## config.mk

```make
export PLATFORM = sky130hd
export DESIGN_NAME = cart_port_bridge_flat
export DESIGN_NICKNAME = d
export VERILOG_FILES = /design/src/rtl/cart_pkg.sv /design/src/rtl/cart_port_bridge_if.sv /design/src/rtl/cart_port_bridge.sv /design/src/flat_wrapper.sv
export SDC_FILE = /design/constraint.sdc
export NUM_CORES = 1
export LEC_CHECK = 0
export ABC_CLOCK_PERIOD_IN_PS = 3100
export CAP_MARGIN = 20
export CORE_ASPECT_RATIO = 1.75
export CORE_UTILIZATION = 45
export DETAILED_ROUTE_END_ITERATION = 10
export GPL_TIMING_DRIVEN = 0
export PLACE_DENSITY_LB_ADDON = 0.25
export SLEW_MARGIN = 20
export SYNTH_ARGS = -nofsm -noshare
export SYNTH_HDL_FRONTEND = slang
export SYNTH_SLANG_ARGS = --single-unit
```

## constraint.sdc

```tcl
create_clock -name clk -period 3.1 [get_ports clk]
set_input_delay 0.62 -clock clk [delete_from_list [all_inputs] [get_ports clk]]
set_output_delay 0.62 -clock clk [all_outputs]
set_load 0.02 [all_outputs]
```

## src/rtl/cart_pkg.sv

```systemverilog
// rtl/cart_pkg.sv - shared types and constants for the cartridge-port bridge
// Contents:
//   state_t    - bridge FSM states
//   ROM4_PAGE  - cpu_addr[23:16] page of the ROM4 window (0xFA0000-0xFAFFFF)
//   ROM3_PAGE  - cpu_addr[23:16] page of the ROM3 window (0xFB0000-0xFBFFFF)
//   D8_BIT     - data bit carrying the dongle D8 line
package cart_pkg;

  typedef enum logic [2:0] {
    IDLE,
    SETUP,
    STROBE,
    ACK,
    WAIT
  } state_t;

  localparam logic [7:0] ROM4_PAGE = 8'hFA;
  localparam logic [7:0] ROM3_PAGE = 8'hFB;
  localparam int         D8_BIT    = 8;

endpackage

```

## src/rtl/cart_port_bridge_if.sv

```systemverilog
// rtl/cart_port_bridge_if.sv - CPU/cartridge-port signal bundle for the bridge
// Signals:
//   cpu_as_n, cpu_rw, cpu_uds_n, cpu_lds_n, cpu_addr[23:1] - 68000 bus request
//   dongle_en, dongle_d8, rom_data[15:0]                  - data sources
//   rom3_n, rom4_n, cart_a[15:1]                           - cartridge strobes/address
//   cpu_din[15:0], cpu_dtack_n                             - read data and acknowledge
// Modports:
//   master - CPU/cartridge side (drives requests and data, observes bridge outputs)
//   slave  - the bridge
interface cart_port_bridge_if;

  logic        cpu_as_n;
  logic        cpu_rw;
  logic        cpu_uds_n;
  logic        cpu_lds_n;
  logic [23:1] cpu_addr;
  logic        dongle_en;
  logic        dongle_d8;
  logic [15:0] rom_data;
  logic        rom3_n;
  logic        rom4_n;
  logic [15:1] cart_a;
  logic [15:0] cpu_din;
  logic        cpu_dtack_n;

  modport master (
    output cpu_as_n, cpu_rw, cpu_uds_n, cpu_lds_n, cpu_addr,
    output dongle_en, dongle_d8, rom_data,
    input  rom3_n, rom4_n, cart_a, cpu_din, cpu_dtack_n
  );

  modport slave (
    input  cpu_as_n, cpu_rw, cpu_uds_n, cpu_lds_n, cpu_addr,
    input  dongle_en, dongle_d8, rom_data,
    output rom3_n, rom4_n, cart_a, cpu_din, cpu_dtack_n
  );

endinterface

```

## src/rtl/cart_port_bridge.sv

```systemverilog
// rtl/cart_port_bridge.sv - ROM3/ROM4 cartridge-port read bridge for the 68000 bus
// Ports:
//   clk     - system clock
//   reset_n - asynchronous active-low reset
//   bus     - cart_port_bridge_if.slave: CPU request and ROM/dongle data in;
//             rom3_n/rom4_n strobes, cart_a, cpu_din, cpu_dtack_n out (all registered)
module cart_port_bridge
  import cart_pkg::*;
#(
  parameter int SETUP_CYCLES  = 1,
  parameter int STROBE_CYCLES = 4,
  parameter int CNT_W         = 4
) (
  input  logic              clk,
  input  logic              reset_n,
  cart_port_bridge_if.slave bus
);

  localparam logic [CNT_W-1:0] SETUP_LOAD  = CNT_W'(SETUP_CYCLES - 1);
  localparam logic [CNT_W-1:0] STROBE_LOAD = CNT_W'(STROBE_CYCLES - 1);
  localparam logic [CNT_W-1:0] CNT_ZERO    = '0;
  localparam logic [CNT_W-1:0] CNT_ONE     = CNT_W'(1);

  state_t           r_state, w_state;
  logic [CNT_W-1:0] r_cnt, w_cnt;
  logic             r_sel, w_sel;       // 1 = ROM3 window
  logic [15:1]      r_cart_a, w_cart_a;
  logic [15:0]      r_din, w_din;
  logic             r_rom3_n, w_rom3_n;
  logic             r_rom4_n, w_rom4_n;
  logic             r_dtack_n, w_dtack_n;
  logic [7:0]       w_page;
  logic             w_hit;

  assign w_page = bus.cpu_addr[23:16];
  assign w_hit  = ~bus.cpu_as_n & bus.cpu_rw & (~bus.cpu_uds_n | ~bus.cpu_lds_n)
                & ((w_page == ROM4_PAGE) | (w_page == ROM3_PAGE));

  always_comb begin
    w_state   = r_state;
    w_cnt     = r_cnt;
    w_sel     = r_sel;
    w_cart_a  = r_cart_a;
    w_din     = r_din;
    w_rom3_n  = 1'b1;
    w_rom4_n  = 1'b1;
    w_dtack_n = r_dtack_n;
    case (r_state)
      IDLE: begin
        w_dtack_n = 1'b1;
        if (w_hit) begin
          w_cart_a = bus.cpu_addr[15:1];
          w_sel    = bus.cpu_addr[16];
          w_cnt    = SETUP_LOAD;
          w_state  = SETUP;
        end
      end
      SETUP: begin
        if (bus.cpu_as_n) begin
          w_cnt   = CNT_ZERO;
          w_state = IDLE;
        end else if (r_cnt == CNT_ZERO) begin
          w_cnt    = STROBE_LOAD;
          w_state  = STROBE;
          w_rom3_n = ~r_sel;
          w_rom4_n = r_sel;
        end else begin
          w_cnt = r_cnt - CNT_ONE;
        end
      end
      STROBE: begin
        // Abort releases the strobe without capture; that rising edge still clocks the dongle.
        if (bus.cpu_as_n) begin
          w_cnt   = CNT_ZERO;
          w_state = IDLE;
        end else if (r_cnt == CNT_ZERO) begin
          // Capture while the strobe is still low: the dongle changes D8 on the rising edge.
          w_din = bus.rom_data;
          if (r_sel && bus.dongle_en) begin
            w_din[D8_BIT] = bus.dongle_d8;
          end
          w_state = ACK;
        end else begin
          w_cnt    = r_cnt - CNT_ONE;
          w_rom3_n = ~r_sel;
          w_rom4_n = r_sel;
        end
      end
      ACK: begin
        // cart_a still held here so a8 is stable across the strobe rising edge.
        w_dtack_n = 1'b0;
        w_state   = WAIT;
      end
      WAIT: begin
        if (bus.cpu_as_n) begin
          w_dtack_n = 1'b1;
          w_state   = IDLE;
        end
      end
      default: w_state = IDLE;
    endcase
  end

  always_ff @(posedge clk or negedge reset_n) begin
    if (!reset_n) begin
      r_state   <= IDLE;
      r_cnt     <= CNT_ZERO;
      r_sel     <= 1'b0;
      r_cart_a  <= '0;
      r_din     <= '0;
      r_rom3_n  <= 1'b1;
      r_rom4_n  <= 1'b1;
      r_dtack_n <= 1'b1;
    end else begin
      r_state   <= w_state;
      r_cnt     <= w_cnt;
      r_sel     <= w_sel;
      r_cart_a  <= w_cart_a;
      r_din     <= w_din;
      r_rom3_n  <= w_rom3_n;
      r_rom4_n  <= w_rom4_n;
      r_dtack_n <= w_dtack_n;
    end
  end

  assign bus.rom3_n      = r_rom3_n;
  assign bus.rom4_n      = r_rom4_n;
  assign bus.cart_a      = r_cart_a;
  assign bus.cpu_din     = r_din;
  assign bus.cpu_dtack_n = r_dtack_n;

endmodule

```

## src/flat_wrapper.sv

```systemverilog
// flat-port wrapper written by rule: the top's interface ports become plain ports
module cart_port_bridge_flat import cart_pkg::*;
#(
  parameter int SETUP_CYCLES  = 1,
  parameter int STROBE_CYCLES = 4,
  parameter int CNT_W         = 4
)
  (clk, reset_n, bus_cpu_as_n, bus_cpu_rw, bus_cpu_uds_n, bus_cpu_lds_n, bus_cpu_addr, bus_dongle_en, bus_dongle_d8, bus_rom_data, bus_rom3_n, bus_rom4_n, bus_cart_a, bus_cpu_din, bus_cpu_dtack_n);
  cart_port_bridge_if bus_i ();
  input  logic clk;
  input  logic reset_n;
  input wire logic [$bits(bus_i.cpu_as_n)-1:0] bus_cpu_as_n;
  input wire logic [$bits(bus_i.cpu_rw)-1:0] bus_cpu_rw;
  input wire logic [$bits(bus_i.cpu_uds_n)-1:0] bus_cpu_uds_n;
  input wire logic [$bits(bus_i.cpu_lds_n)-1:0] bus_cpu_lds_n;
  input wire logic [$bits(bus_i.cpu_addr)-1:0] bus_cpu_addr;
  input wire logic [$bits(bus_i.dongle_en)-1:0] bus_dongle_en;
  input wire logic [$bits(bus_i.dongle_d8)-1:0] bus_dongle_d8;
  input wire logic [$bits(bus_i.rom_data)-1:0] bus_rom_data;
  output wire logic [$bits(bus_i.rom3_n)-1:0] bus_rom3_n;
  output wire logic [$bits(bus_i.rom4_n)-1:0] bus_rom4_n;
  output wire logic [$bits(bus_i.cart_a)-1:0] bus_cart_a;
  output wire logic [$bits(bus_i.cpu_din)-1:0] bus_cpu_din;
  output wire logic [$bits(bus_i.cpu_dtack_n)-1:0] bus_cpu_dtack_n;
  assign bus_i.cpu_as_n = bus_cpu_as_n;
  assign bus_i.cpu_rw = bus_cpu_rw;
  assign bus_i.cpu_uds_n = bus_cpu_uds_n;
  assign bus_i.cpu_lds_n = bus_cpu_lds_n;
  assign bus_i.cpu_addr = bus_cpu_addr;
  assign bus_i.dongle_en = bus_dongle_en;
  assign bus_i.dongle_d8 = bus_dongle_d8;
  assign bus_i.rom_data = bus_rom_data;
  assign bus_rom3_n = bus_i.rom3_n;
  assign bus_rom4_n = bus_i.rom4_n;
  assign bus_cart_a = bus_i.cart_a;
  assign bus_cpu_din = bus_i.cpu_din;
  assign bus_cpu_dtack_n = bus_i.cpu_dtack_n;
  cart_port_bridge #(.SETUP_CYCLES(SETUP_CYCLES), .STROBE_CYCLES(STROBE_CYCLES), .CNT_W(CNT_W)) u_core (.clk(clk), .reset_n(reset_n), .bus(bus_i));
endmodule
```

# Yosys cells after proc, flatten, opt, wreduce, memory -nomap -nowiden
# Index checks and enable logic that the tools add are counted.
dict set report word_totals {
  regBits 42
  input_bits 47
  output_inout_bits 34
  word_cells 65
}
dict set report op_classes {
  add_sub_neg 1
  n_eq_ne 11
  muxes 26
  bitwise_logic 9
  reduce_logical 10
}
# op n
set ops {}
lappend ops {{$mux W4} 5}
lappend ops {{$mux W3} 6}
lappend ops {{$eq A8 B8 Y1 const B} 2}
lappend ops {{$pmux W3 S5} 1}
lappend ops {{$pmux W4 S3} 1}
lappend ops {{$mux W1} 10}
lappend ops {{$eq A3 B2 Y1 const B} 2}
lappend ops {{$ne A3 B2 Y1 const B} 2}
lappend ops {{$reduce_and A3 Y1} 2}
lappend ops {{$reduce_bool A3 Y1} 2}
lappend ops {{$logic_not A4 Y1} 1}
lappend ops {{$not A1 Y1} 4}
lappend ops {{$pmux W1 S2} 2}
lappend ops {{$reduce_and A2 Y1} 2}
lappend ops {{$reduce_and A4 Y1} 1}
lappend ops {{$sub A4 B1 Y4 const B} 1}
lappend ops {{$and A1 B1 Y1} 3}
lappend ops {{$eq A3 B1 Y1 const B} 1}
lappend ops {{$eq A3 B3 Y1 const B} 1}
lappend ops {{$logic_not A3 Y1} 1}
lappend ops {{$ne A3 B3 Y1 const B} 1}
lappend ops {{$pmux W1 S3} 1}
lappend ops {{$ne A2 B1 Y1 const B} 1}
lappend ops {{$ne A2 B2 Y1 const B} 1}
lappend ops {{other kinds (2)} 3}

# Depth between registers and ports, before layout
# Gate-level depths: netlist of run 1.
dict set report depth {
  depth_word 6
  ltp_mapped 7
  mapped_depth_nobuf 6
}

# Least setup slack after synthesis of run 1
# OpenSTA, ideal clock, no wires.
dict set report synth_path {
  path_type {input-to-reg}
  start {input port bus_cpu_addr[21]}
  end {register u_core.r_cart_a (netlist bit u_core.bus.cart_a[10])}
  setup_ps 125
  t_arrival_ps 1651
  required_time_ps 2975
  slack_ps 1324
  stages 5
  path_buffers 1
  path_cell_list {and4_1 and4_1 nand3_2 buf_6 mux2_2}
}
dict set report synth_via {
  elab_chain_len 4
  word_cells_on_any_way 5
  cone_classes {2 x eq/ne; 2 x bitwise; 1 x reduce/logical}
}
# element line
set synth_rtl {}
lappend synth_rtl {{start, declared} flat_wrapper.sv:16} ;# input wire logic [$bits(bus_i.cpu_addr)-1:0] bus_cpu_addr;
lappend synth_rtl {{$eq A8 B8 Y1} cart_port_bridge.sv:37} ;# & ((w_page == ROM4_PAGE) | (w_page == ROM3_PAGE));
lappend synth_rtl {{$or A1 B1 Y1 (*)} cart_port_bridge.sv:37}
lappend synth_rtl {{$and A1 B1 Y1 (*)} cart_port_bridge.sv:37}
lappend synth_rtl {{$reduce_and A2 Y1 (no source line) (*)} --}
lappend synth_rtl {{end signal, assigned} cart_port_bridge.sv:118} ;# r_cart_a <= w_cart_a;
lappend synth_rtl {{end, declared} cart_port_bridge.sv:27} ;# logic [15:1] r_cart_a, w_cart_a;
# Every way passes the cells marked *; elsewhere a longest branch is shown, timed or not.
# A chain may end at the register's enable or synchronous reset.

# Worst setup path after layout of run 1
dict set report layout_path {
  start {input port bus_cpu_as_n}
  end {register u_core.r_cart_a (netlist bit u_core.bus.cart_a[13])}
}
dict set report layout_via {
  elab_chain_len 5
}
# element line
set layout_rtl {}
lappend layout_rtl {{start, declared} flat_wrapper.sv:12} ;# input wire logic [$bits(bus_i.cpu_as_n)-1:0] bus_cpu_as_n;
lappend layout_rtl {{$not A1 Y1 (no source line)} --}
lappend layout_rtl {{$and A1 B1 Y1 (2 in series)} cart_port_bridge.sv:36} ;# assign w_hit = ~bus.cpu_as_n & bus.cpu_rw & (~bus.cpu_uds_n | ~bus.cpu_lds_n)
lappend layout_rtl {{$and A1 B1 Y1} cart_port_bridge.sv:37}
lappend layout_rtl {{$reduce_and A2 Y1 (no source line)} --}
# Every way passes these cells.

==> results.sh, run 1 <==
export IMPL_status="complete, no violations"
export IMPL_critical_path_class="primary input to flip-flop"
export IMPL_grt_overflow_total=0
export IMPL_grt_util_met3_pct=2.95
export IMPL_seq_area_um2=1050
export IMPL_routed_via_count=1436
export IMPL_die_w_um=51.1
export IMPL_max_clock_path_buffers=2
export IMPL_dieHeight_um=88
export IMPL_peakVddDrop_uv=455
export IMPL_yosysTopAreaCell="dfrtp_1"
export IMPL_final_hold_viols=0
export IMPL_route_detailed_drc=0
export IMPL_min_period_ns=2.14
export IMPL_num_fill_cells=303
export IMPL_achievable_frequency_mhz=468
export IMPL_yosysUniqueCellTypes=37
export IMPL_synth_area_um2=1900
export IMPL_cts_max_level=2
export IMPL_cts_buffers_inserted=5
export IMPL_power_per_cell_area_nw_per_um2=361
export IMPL_tightest_hold_check_type="primary input to asynchronous set/reset pin"
export IMPL_ys_seq_area_share_pct=55.5
export IMPL_startpoint_type="primary input"
export IMPL_timing_rr_start="u_core.r_cnt[0]"
export IMPL_timing_critical_path_arrival_ns=2.30
export IMPL_clock_skew_final_ns=0.00779
export IMPL_endpoint_kind="flip-flop"
export IMPL_vias_per_cell=5.18
export IMPL_fp_dieArea_um2=4500
export IMPL_grt_util_met1_pct=19.4
export IMPL_grt_pass1_vias=1621
export IMPL_dpl_instance_area_um2=2780
export IMPL_detail_route_wirelength_um=4350
export IMPL_holdBufCountCts=0
export IMPL_timing_final_max_slew_violations=0
export IMPL_grt_met2_usage_pct=43.5
export IMPL_gr_max_usage_layer="met2"
export IMPL_rows=30
export IMPL_place_port_buffers=80
export IMPL_critical_path_required_ns=3.27
export IMPL_ctsResizeCount=0
export IMPL_clk_latency_ns=0.28
export IMPL_dr_first_iter_drc_count=18
export IMPL_rsz_0062_raised_after_global_routing="false"
export IMPL_finalSetupViolations=0
export IMPL_multi_input_comb_area_um2=791
export IMPL_floorplan_io_pins=81
export IMPL_route_antenna_remaining_nets=0
export IMPL_insertedDiodeCount=0
export IMPL_ys_seq_elements=42
export IMPL_areaGrowthSynthToFinish_pct=50.6
export IMPL_share_of_cells_above_drive_strength_1_pct=21.8
export IMPL_mappedNetlistNets=189
export IMPL_post_dp_hpwl_um=3590
export IMPL_path_max_fanout=10
export IMPL_globalplace_congestion=0.798
export IMPL_placed_cells=269
export IMPL_critical_path_startpoint="bus_cpu_as_n"
export IMPL_start_util_pct=47.8
export IMPL_final_instance_area_um2=2860
export IMPL_post_cts_repair_setup_buffers=0
export IMPL_fin_cells=277
export IMPL_clock_sink_count=42
export IMPL_number_of_antenna_violations_at_the_first_check_in_global_routing=0
export IMPL_synthDominantCellAreaShare_pct=51.3
export IMPL_grt_max_degree=33
export IMPL_avgRoutedWirePerCell_um=15.7
export IMPL_groute_usage_overall_pct=21.1
export IMPL_ys_warnings_count=0
export IMPL_tritoncts_clock_tree="done"
export IMPL_ff2ff_setup_slack_ns=1.27
export IMPL_finalCritPeriodShare_pct=68.9
export IMPL_fp_coreArea_um2=3980
export IMPL_clkTransAtPathRegs_ns=0.08
export IMPL_cap_violations=0
export IMPL_syn_instance_count=140
export IMPL_clk_root_buffer_cell="clkbuf_8"
export IMPL_worst_slew_margin_rel_pct=69.0
export IMPL_post_synth_main_area_contributors="dfrtp_1 51%, mux2_2 14%, mux2_4 6.3%"
export IMPL_drtPass1Iterations=4
export IMPL_syn_area_per_cell_um2=13.6
export IMPL_setup_total_negative_slack_ns=0
export IMPL_grt_first_pass_wirelength_um=7070
export IMPL_leakage_uw=0.00132
export IMPL_tightest_slew_ns=0.463
export IMPL_timing_reg2reg_worst_path_depth=6
export IMPL_design_final_nets=277
cells by family (layout without fill, tap and decap cells):
group / after synthesis / in the layout / synth area share, %
compound gates: 20 / 20 / 6.58
fa+ha+maj: 2 / 2 / 1.32
buf+inv: 11 / 100 / 2.96
flops: 42 / 42 / 55.5
mux: 34 / 34 / 21.5
simple gates: 31 / 31 / 12.2
critical path: stages:
cell	delay, ns
clkdlybuf4s50_1	0.54
nor2b_1	0.19
and4_1	0.27
nand3_2	0.20
buf_6	0.21
mux2_2	0.28
cells in the mapped netlist, drive strengths merged:
master and n:
mux2 31, a21boi 2, and3b 1, and4 2, nor3b 2, a211o 1, o21ai 7, dfstp 3
nand4b 1, nor2b 2, o21a 1, nand2 6, inv 7, nand4 2, nand2b 2, o211a 1
o32ai 1, mux2i 3, nor2 3, dfrtp 39, a31oi 2, nand3b 2, o211ai 1, nand3 2
nor4b 1, buf 2, clkbuf 2, a21oi 4, or2 1, nor3 2, and4b 2, ha 2
cell usage in the layout (no fill, tap or decap), types with 2 or more instances in the layout:
master	netlist	layout
clkdlybuf4s50_1	0	79
dfrtp_1	39	39
mux2_2	23	23
mux2_4	8	8
inv_1	7	7
o21ai_0	6	6
nand2_1	6	6
clkbuf_8	0	5
a21oi_1	4	4
nor2_1	3	3
clkbuf_1	2	3
mux2i_1	3	3
dfstp_2	3	3
nand2b_1	2	2
nand3b_1	2	2
buf_6	2	2
a21boi_0	2	2
nor2b_1	2	2
and4_1	2	2
nor3_1	2	2
a31oi_1	2	2
and4b_1	2	2
ha_1	2	2
where the power goes:
group | total, uW | internal [uW] | leakage, uW | switching, uW
clock | 333 | 159 | 0.0000452 | 175
sequential | 574 | 562 | 0.000562 | 11.9
combinational | 127 | 80.4 | 0.000709 | 47.0
layout make-up:
class | count | area share, %
inverters | 7 | 0.917
clock buffers | 6 | 2.53
clock inverters | 2 | 0.481
plain buffers | 4 | 1.05
repair buffers | 81 | 28.5
flip-flops and latches | 42 | 36.8
well taps | 48 | 2.10
multi-input cells | 87 | 27.6
layer usage:
metal / wire [um] / vias to the layer above
li1: - / 677
met1: 1470 / 710
met2: 2640 / 41
met3: 156 / 8
met4: 85 / 0
met5: 0 / -
registers in the layout, indices dropped and copies added (netlist names):
signal and count:
u_core.bus.cpu_din 16, u_core.bus.cart_a 15, u_core.r_cnt 4, u_core.r_state 3, u_core.bus.cpu_dtack_n 1, u_core.bus.rom3_n 1
u_core.bus.rom4_n 1, u_core.r_sel 1
per-stage QoR:
step,setup slack [ns],power (uW),util [%],hold slack (ns)
3_3_place_gp,0.404,705,69.4,0.467
2_1_floorplan,1.32,619,-,0.324
6_report,0.964,1030,72.0,0.209
4_1_cts,0.952,1050,72.0,0.204
5_1_grt,0.854,1080,72.0,0.216
3_5_place_dp,0.647,714,69.8,0.473
final timing paths:
| check | end |
|---|---|
| max in group asynchronous | u_core.bus.rom3_n |
| min reg2reg | u_core.bus.cpu_dtack_n |
| max | u_core.bus.cart_a[13] |
| max reg2reg | u_core.bus.cpu_din[6] |
| min | u_core.r_cnt[1] |
| min in group clk | u_core.bus.cpu_dtack_n |
Power figures use the tool's default switching activity.
==> run 2: changes to the inputs <==
- ABC_CLOCK_PERIOD_IN_PS: 3100 -> 1900
- CORE_UTILIZATION: 45 -> 38
- clock period: 3.1 -> 1.9 ns (I/O delays scaled with it)
==> results.sh, run 2 (synthesized netlist as in run 1, its figures left out) <==
export IMPL_fp_coreArea_um2=4750
export IMPL_timing_final_max_slew_violations=0
export IMPL_power_per_cell_area_nw_per_um2=670
export IMPL_power_combinational_fraction_pct=10.4
export IMPL_rsz_0062_raised_after_global_routing="false"
export IMPL_finalSetupViolations=0
export IMPL_post_dp_hpwl_um=3150
export IMPL_route_detailed_drc=0
export IMPL_drtPass1Iterations=4
export IMPL_total_switching_power_uw=406
export IMPL_min_period_ns=1.82
export IMPL_dieHeight_um=95.6
export IMPL_cap_violations=0
export IMPL_rows=33
export IMPL_crit_cells=1
export IMPL_leakage_uw=0.00136
export IMPL_design_final_nets=280
export IMPL_critical_path_required_ns=1.52
export IMPL_critical_path_max_stage_delay_ns=0.60
export IMPL_detail_route_wirelength_um=4130
export IMPL_r2r_end="u_core.bus.cpu_din[15]"
export IMPL_cts_buffers_inserted=5
export IMPL_layout_cells_most_common_list="78 x clkdlybuf4s50_1, 39 x dfrtp_1, 23 x mux2_2, 8 x mux2_4, 7 x inv_1"
export IMPL_fin_cells=284
export IMPL_avgRoutedWirePerCell_um=14.5
export IMPL_number_of_antenna_violations_at_the_first_check_in_global_routing=0
export IMPL_layout_commonest_cell="clkdlybuf4s50_1"
export IMPL_timing_rr_start="u_core.r_cnt[0]"
export IMPL_vias_per_cell=5.04
export IMPL_endpoint_kind="primary output"
export IMPL_startpoint_type="flip-flop"
export IMPL_path_max_fanout=3
export IMPL_clkTransAtPathRegs_ns=0.08
export IMPL_grt_overflow_total=0
export IMPL_cpLargestDelayFamily="buffers and inverters"
export IMPL_clock_sink_count=42
export IMPL_max_clock_path_buffers=2
export IMPL_clk_root_buffer_cell="clkbuf_8"
export IMPL_peakVddDrop_uv=590
export IMPL_num_fill_cells=382
export IMPL_multi_input_comb_area_um2=798
export IMPL_dr_first_iter_drc_count=16
export IMPL_groute_usage_overall_pct=16.5
export IMPL_setup_total_negative_slack_ns=0
export IMPL_worst_hold_path_num_cells=2
export IMPL_tightest_hold_check_type="flip-flop to flip-flop"
export IMPL_globalplace_congestion=0.771
export IMPL_die_w_um=55.5
export IMPL_grt_pass1_vias=1458
export IMPL_cts_max_level=2
export IMPL_timing_critical_path_buf_inv=1
export IMPL_clock_skew_final_ns=0.00420
export IMPL_critical_path_class="flip-flop to primary output"
export IMPL_fp_dieArea_um2=5300
export IMPL_crit_path_top_delay_cell="clkdlybuf4s50_1"
export IMPL_place_port_buffers=80
export IMPL_route_antenna_remaining_nets=0
export IMPL_timing_critical_path_arrival_ns=1.44
export IMPL_crit_path_cell_trace="clkdlybuf4s50_1"
export IMPL_grt_max_degree=33
export IMPL_worst_slew_margin_rel_pct=70.1
export IMPL_power_frac_seq_pct=47.2
export IMPL_routed_via_count=1432
export IMPL_tightest_slew_ns=0.448
export IMPL_grt_first_pass_wirelength_um=6820
export IMPL_clk_latency_ns=0.29
export IMPL_power_internal_uw=1580
export IMPL_whs_endpoint="u_core.bus.cpu_dtack_n"
export IMPL_share_of_cells_above_drive_strength_1_pct=22.8
export IMPL_timing_reg2reg_worst_path_depth=7
export IMPL_final_hold_viols=0
export IMPL_areaGrowthSynthToFinish_pct=55.4
export IMPL_pwr_share_clk_pct=42.4
export IMPL_power_switching_share_pct=20.5
export IMPL_start_util_pct=40.1
export IMPL_placed_cells=273
export IMPL_tritoncts_clock_tree="done"
export IMPL_ff2ff_setup_slack_ns=0.12
export IMPL_achievable_frequency_mhz=550
export IMPL_insertedDiodeCount=0
export IMPL_finalCritPeriodShare_pct=95.7
export IMPL_status="complete, no violations"
export IMPL_largest_register_ffs=16
export IMPL_worst_hold_startpoint="u_core.bus.cpu_dtack_n"
export IMPL_floorplan_io_pins=81
export IMPL_seq_area_um2=1050
[run 2: what timing repair did]
action / 4_1_cts / 5_1_grt
pin swaps: 0 / 2
hold endpoints to repair: 9 / 0
hold buffers: 1 / 0
buffers inserted: 0 / 2
gates resized for setup: 1 / 1
endpoints found under the setup margin: 10 / 10
[run 2: power groups by stage]
stage,logic (uW),clock network [uW],registers [uW]
4_1_cts,210,866,935
3_3_place_gp,201,0,952
2_1_floorplan,44.5,0,965
5_1_grt,225,900,939
3_5_place_dp,208,0,953
6_report,206,839,935
[run 2: per-stage QoR]
stage	hold slack, ns	area (um^2)	total power, uW	utilization [%]	worst slack (ns)
global route	0.498	2960	2060	62.2	0.00810
CTS	0.487	2940	2010	61.9	0.00881
floorplan	0.0844	1900	1010	-	0.233
global placement	0.466	2770	1150	58.3	-0.660
detailed placement	0.276	2780	1160	58.6	-0.336
finish	0.483	2960	1980	62.2	0.0816
[run 2: layer usage]
layer	GRT usage [%]	vias to the layer above	wire length, um
met4	5.63	0	62
met1	18.2	690	1630
met2	30.1	54	2180
met3	4.88	7	263
li1	-	681	-
met5	0	-	0
[run 2: layout make-up]
type	count	share of cell area, %
tap	52	2.20
sequential	42	35.7
clock buffer	5	2.33
buffer	4	1.02
clock inverter	3	2.33
timing repair buffer	84	28.5
inverter	7	0.889
multi-input combinational	87	27.0
[run 2: how the worst max path moves through the flow]
stage                           start                      to  slack, ns
2_1_floorplan         u_core.r_cnt[0]   u_core.bus.cpu_din[0]       0.23
3_3_place_gp                  reset_n  u_core.bus.cpu_din[10]      -0.66
3_5_place_dp             bus_cpu_as_n   u_core.bus.cart_a[14]      -0.34
4_1_cts                  bus_cpu_as_n  u_core.bus.cpu_din[15]      0.009
5_1_grt               u_core.r_cnt[0]         u_core.r_cnt[3]      0.008
6_report       u_core.bus.cpu_dtack_n         bus_cpu_dtack_n       0.08
==> run 3: changes to the inputs <==
- CAP_MARGIN: 20 -> 15
==> results of run 3 <==
Same layout as run 2: the final DEF is identical, and so are final timing and power.
